===== config.mk =====
export PLATFORM = sky130hd
export DESIGN_NAME = ps2_key_event_ctrl
export DESIGN_NICKNAME = d
export VERILOG_FILES = /design/src/rtl/ps2_key_event_ctrl.sv
export SDC_FILE = /design/constraint.sdc
export NUM_CORES = 1
export LEC_CHECK = 0
export BUFFER_PORTS_ARGS = -buffer_cell sky130_fd_sc_hd__buf_2
export CORE_MARGIN = 3
export CORE_UTILIZATION = 42
export DETAILED_ROUTE_END_ITERATION = 10
export PLACE_DENSITY_LB_ADDON = 0.08
export SLEW_MARGIN = 20
export SYNTH_ARGS = -nofsm -noshare
export SYNTH_HDL_FRONTEND = slang
export SYNTH_SLANG_ARGS = --single-unit

===== constraint.sdc =====
create_clock -name clk -period 4.13 [get_ports clk]
set_input_delay 0.413 -clock clk [delete_from_list [all_inputs] [get_ports clk]]
set_output_delay 0.413 -clock clk [all_outputs]
set_load 0.1 [all_outputs]

===== src/rtl/ps2_key_event_ctrl.sv =====
// PS/2 scan-byte parser with lane tracking and a show-ahead event queue.
// Bytes arrive as one-cycle pulses; completed make/break codes become events
// {code, ext, brk} that a consumer drains with a valid/ready handshake.
module ps2_key_event_ctrl #(
    parameter int unsigned FIFO_DEPTH     = 4,
    parameter int unsigned TIMEOUT_CYCLES = 2_000_000,
    parameter logic [7:0]  LANE0          = 8'h23,
    parameter logic [7:0]  LANE1          = 8'h2B,
    parameter logic [7:0]  LANE2          = 8'h3B,
    parameter logic [7:0]  LANE3          = 8'h42
) (
    input  logic       clk,
    input  logic       rst_n,
    input  logic [7:0] byte_data,
    input  logic       byte_valid,
    output logic       ev_valid,
    input  logic       ev_ready,
    output logic [7:0] ev_code,
    output logic       ev_ext,
    output logic       ev_break,
    output logic [3:0] lane_down,
    output logic       overflow,
    output logic       seq_err
);

    localparam int unsigned AW   = (FIFO_DEPTH > 1) ? $clog2(FIFO_DEPTH) : 1;
    localparam int unsigned CNTW = AW + 1;
    localparam int unsigned CW   = (TIMEOUT_CYCLES > 1) ? $clog2(TIMEOUT_CYCLES) : 1;

    localparam logic [CW-1:0]   TO_LAST  = CW'(TIMEOUT_CYCLES - 1);
    localparam logic [CNTW-1:0] CNT_FULL = CNTW'(FIFO_DEPTH);
    localparam logic [7:0]      LANE_CODES [4] = '{LANE0, LANE1, LANE2, LANE3};

    typedef enum logic [1:0] {
        StIdle,
        StExt,
        StBrk,
        StExtBrk
    } state_e;

    // Parser state
    state_e        state_q, state_d;
    logic [CW-1:0] cnt_q, cnt_d;
    logic          seq_err_q, seq_err_d;
    logic [3:0]    lane_q, lane_d;

    // Queue state; entries are {ext, brk, code}
    logic [9:0]      mem_q [FIFO_DEPTH];
    logic [9:0]      mem_d [FIFO_DEPTH];
    logic [AW-1:0]   wr_ptr_q, wr_ptr_d;
    logic [AW-1:0]   rd_ptr_q, rd_ptr_d;
    logic [CNTW-1:0] count_q, count_d;
    logic            overflow_q, overflow_d;

    // Parser -> queue handshake
    logic push;
    logic push_ext;
    logic push_brk;
    logic pop;
    logic full;
    logic wr_en;

    // Bytes that are protocol chatter (ACK, BAT, errors, Pause prefix) and never form an event
    function automatic logic is_discard(input logic [7:0] b);
        logic r;
        case (b)
            8'h00, 8'hAA, 8'hE1, 8'hFA, 8'hFC, 8'hFE, 8'hFF: r = 1'b1;
            default:                                         r = 1'b0;
        endcase
        return r;
    endfunction

    // Parser next state, timeout, lane tracking and event generation
    always_comb begin
        logic suppress;
        state_d   = state_q;
        cnt_d     = cnt_q;
        seq_err_d = 1'b0;
        lane_d    = lane_q;
        push      = 1'b0;
        push_ext  = 1'b0;
        push_brk  = 1'b0;
        suppress  = 1'b0;

        if (byte_valid) begin
            cnt_d = '0;
            if (is_discard(byte_data)) begin
                state_d = StIdle;
            end else if (byte_data == 8'hE0) begin
                // A repeated E0 is ignored; E0 after F0 folds into the combined prefix
                if (state_q == StIdle) begin
                    state_d = StExt;
                end else if (state_q == StBrk) begin
                    state_d = StExtBrk;
                end
            end else if (byte_data == 8'hF0) begin
                if (state_q == StIdle) begin
                    state_d = StBrk;
                end else if (state_q == StExt) begin
                    state_d = StExtBrk;
                end
            end else begin
                push_ext = (state_q == StExt) || (state_q == StExtBrk);
                push_brk = (state_q == StBrk) || (state_q == StExtBrk);
                state_d  = StIdle;
                if (!push_ext) begin
                    for (int i = 0; i < 4; i++) begin
                        if (byte_data == LANE_CODES[i]) begin
                            if (push_brk) begin
                                lane_d[i] = 1'b0;
                            end else if (lane_q[i]) begin
                                // Typematic repeat of a held lane key
                                suppress = 1'b1;
                            end else begin
                                lane_d[i] = 1'b1;
                            end
                        end
                    end
                end
                push = !suppress;
            end
        end else if (state_q != StIdle) begin
            if (cnt_q == TO_LAST) begin
                state_d   = StIdle;
                seq_err_d = 1'b1;
                cnt_d     = '0;
            end else begin
                cnt_d = cnt_q + CW'(1);
            end
        end
    end

    assign pop   = (count_q != '0) && ev_ready;
    assign full  = (count_q == CNT_FULL);
    // A full queue still accepts a push when the head leaves in the same cycle
    assign wr_en = push && (!full || pop);

    // Queue next state: pointers, occupancy, storage and sticky overflow
    always_comb begin
        mem_d      = mem_q;
        wr_ptr_d   = wr_ptr_q;
        rd_ptr_d   = rd_ptr_q;
        count_d    = count_q;
        overflow_d = overflow_q | (push && full && !pop);

        if (wr_en) begin
            mem_d[wr_ptr_q] = {push_ext, push_brk, byte_data};
            wr_ptr_d        = wr_ptr_q + AW'(1);
        end
        if (pop) begin
            rd_ptr_d = rd_ptr_q + AW'(1);
        end
        unique case ({wr_en, pop})
            2'b10:   count_d = count_q + CNTW'(1);
            2'b01:   count_d = count_q - CNTW'(1);
            default: count_d = count_q;
        endcase
    end

    // State registers with synchronous active-low reset
    always_ff @(posedge clk) begin
        if (!rst_n) begin
            state_q    <= StIdle;
            cnt_q      <= '0;
            seq_err_q  <= 1'b0;
            lane_q     <= '0;
            wr_ptr_q   <= '0;
            rd_ptr_q   <= '0;
            count_q    <= '0;
            overflow_q <= 1'b0;
            for (int i = 0; i < int'(FIFO_DEPTH); i++) begin
                mem_q[i] <= '0;
            end
        end else begin
            state_q    <= state_d;
            cnt_q      <= cnt_d;
            seq_err_q  <= seq_err_d;
            lane_q     <= lane_d;
            wr_ptr_q   <= wr_ptr_d;
            rd_ptr_q   <= rd_ptr_d;
            count_q    <= count_d;
            overflow_q <= overflow_d;
            mem_q      <= mem_d;
        end
    end

    assign ev_valid  = (count_q != '0);
    assign ev_code   = mem_q[rd_ptr_q][7:0];
    assign ev_break  = mem_q[rd_ptr_q][8];
    assign ev_ext    = mem_q[rd_ptr_q][9];
    assign lane_down = lane_q;
    assign overflow  = overflow_q;
    assign seq_err   = seq_err_q;

endmodule

==> impl_metrics.ini <==
[run_status]
outcome = complete, no violations

[setup_path]
critPathSlowestCell = or4_1
worstPathArrival_ns = 3.24
worst_path_most_repeated_cell = inv_1
path_buf_inv = 3
cp_cell_sequence = buf_2 -> or4_1 -> or4_4 -> o32ai_4 -> nor3b_1 -> inv_1 -> ha_1 -> inv_1 -> fa_1 -> xor2_1 -> or3_1 -> a21oi_1
worstPathRequired_ns = 4.41
worstSetupStartpointType = input pin
cp-end-kind = register
crit_family = simple AND/OR/NAND/NOR gates
setup.worst_path.class = in2reg
cpPeakStageDelay_ns = 0.50
worstPathMaxFanout = 11

[placement]
port_buffers = 28
dp_hpwl_microns = 5230
gp_congestion = 0.851
postPlaceCellArea_sq_um = 3800

[synthesis]
yosysWarnings = 0
synth-seq-cells = 76
synth_top_family_by_area = simple AND/OR/NAND/NOR gates
synth_edf_count = 0
synthMuxAreaShare_pct = 19.1
synth_cell_types = 46
async_flop_share_pct = 0
synth-main-ff-cell = dfxtp_1
seq_area_frac_synth_pct = 42.2
syn_area_sq_um = 3600
avgSynthCellArea_sq_um = 9.64
synth-compound-area-share_pct = 4.69
syn_inst = 374
syn_nets = 393
synth-xor-area-share_pct = 5.83
synthAdderAreaFrac_pct = 2.64
synthSimpleGateAreaFrac_pct = 21.8

[routing]
dr.first_iter.drc_count = 86
via_per_inst = 5.22
vias = 2649
drcViolationCount = 0
ant_nets = 0
wirelength_microns = 7640
dr.pass1.iters = 4
wl_per_cell_microns = 15.1

[clock_network]
worstSkewPairLatency_ns = 0.34
cts_resized = 0
hold_buffers = 0
post_cts_buffers = 0
cts_tree = built
root_buffer = clkbuf_8
clkSinkCount = 76
cts_buffers = 9
clockBufferDepth = 2
path_clk_slew_ns = 0.08
htreeDepth = 3

[floorplan]
start_util_pct = 43.7
coreArea_sq_um = 8260
die_area_sq_um = 9730
std_cell_rows = 33
die_w_microns = 98.6
io_pins = 29
dieHeight_microns = 98.6

[power]
p_per_area_nw_per_um2 = 441
leakagePower_nw = 1.45
vdd_ir_drop_max_mv = 0.149

[finish]
layout.nets = 416
syn_to_final_growth_pct = 10.2
antenna_cells = 0
fillerInstances = 826
final_cell_mix = nand2_1, dfxtp_1, mux2i_1
final_layout_size_suffix_gt1_share_pct = 16.4
postLayoutCellArea_sq_um = 3970
final_common_cell = nand2_1
finish.utilization_pct = 48.1

[sta]
post-route-min-period_ns = 2.97
finalSetupViolations = 0
hold_violations = 0
slew_headroom_pct = 43.9
timing.fmax_mhz = 337
finClkSkew_ns = 0.0132
layout_worst_path_cycle_share_pct = 71.8
finalSetupTns_ns = 0
worst_slew_pin_slew_ns = 0.839
slew_violations = 0
rsz0062_at_grt = no

[run]
drv_cap = 0

[global_routing]
grtUsageMet3_pct = 3.82
met2_usage_pct = 25.2
grt_usage_pct = 16.3
grt_remaining_overflow = 0
grt_use_met1_pct = 22.9
grt_antenna_before_repair = 0
grt_max_degree = 46
grt_pass1_wl_microns = 12700
busiest_layer = met2
first_global_vias = 2510

[worst_hold_path]
hp-class = in2reg
[metal layers]
layer | routed length [microns] | up-vias
li1 | - | 1348
met1 | 3860 | 1253
met2 | 3430 | 39
met3 | 269 | 9
met4 | 88 | 0
met5 | 0 | -
[cell families (layout without fill, tap and decap cells)]
logic type                 after synthesis  after routing
and+or+nand+nor                        163            163
DFF                                     76             76
muxes                                   56             56
buffers and inverters                   28             56
xor gates and xnor gates                24             24
AOI/OAI and AO/OA                       20             20
adders and majority gates                7              7
[power by group]
group | internal, W | switching [W] | total (W)
Clock | 0.000221 | 0.000279 | 0.000500
Sequential | 0.000771 | 0.0000499 | 0.000821
Combinational | 0.000130 | 0.000299 | 0.000429
[sequential cells by signal, summed over array words and instances (netlist names)]
name	cells
seq_err	1
rd_ptr_q	2
wr_ptr_q	2
state_q	2
mem_q	40
cnt_q	21
overflow	1
count_q	3
lane_down	4
[area by class of cell]
| type | count | area [sq um] | share of cell area [%] |
|---|---|---|---|
| Sequential cell | 76 | 1520 | 38.3 |
| Multi-Input combinational cell | 270 | 1950 | 49.0 |
| Tap cell | 105 | 131 | 3.31 |
| Timing Repair Buffer | 33 | 178 | 4.47 |
| Clock buffer | 11 | 131 | 3.31 |
| Inverter | 7 | 26.3 | 0.662 |
| Clock inverter | 5 | 37.5 | 0.945 |
[synth_stat cells, types with 3 or more instances]
master,number,area (sq um)
ha_1,6,75.1
nand4_1,7,43.8
xor2_1,18,158
buf_6,4,45.0
buf_1,3,11.3
nand2_1,78,293
nand3_1,7,35.0
clkbuf_1,12,45.0
and3_1,3,18.8
inv_1,7,26.3
nor3_1,3,15.0
mux2i_1,45,450
nor4_1,4,25.0
nor2_1,33,124
xnor2_1,6,52.6
nor3b_1,3,22.5
o21a_1,4,30.0
and4_1,3,26.3
nor3_2,4,40.0
dfxtp_1,76,1520
a21oi_1,4,20.0
mux4_2,10,225
nor4bb_1,4,40.0
[final timing paths]
path	cells after the start	endpoint	slack [ns]	from
setup / recovery	12	count_q[2]	1.16	byte_data[3]
setup reg to reg	10	count_q[2]	1.35	state_q[0]
hold / removal	2	seq_err	0.30	byte_valid
hold reg to reg	2	mem_q[37]	0.46	mem_q[37]
[worst register-to-register path: stages, from the launching register on]
cell and delay, ns:
dfxtp_1 0.43, or2_2 0.40, o32ai_4 0.44, nor3b_1 0.17
inv_1 0.09, ha_1 0.17, inv_1 0.06, fa_1 0.37
xor2_1 0.15, or3_1 0.30, a21oi_1 0.14
[per-stage QoR]
step           total power (W)  instances  worst slack [ns]  hold WS [ns]
6_report               0.00175        507              1.16         0.301
5_1_grt                0.00185        507              1.02         0.287
4_1_cts                0.00177        507              1.17         0.287
3_5_place_dp           0.00127        491             0.806         0.448
3_3_place_gp           0.00127        491             0.845         0.439
2_1_floorplan          0.00120        374             0.935         0.432
Note: power is estimated with default switching activity, not from simulation.
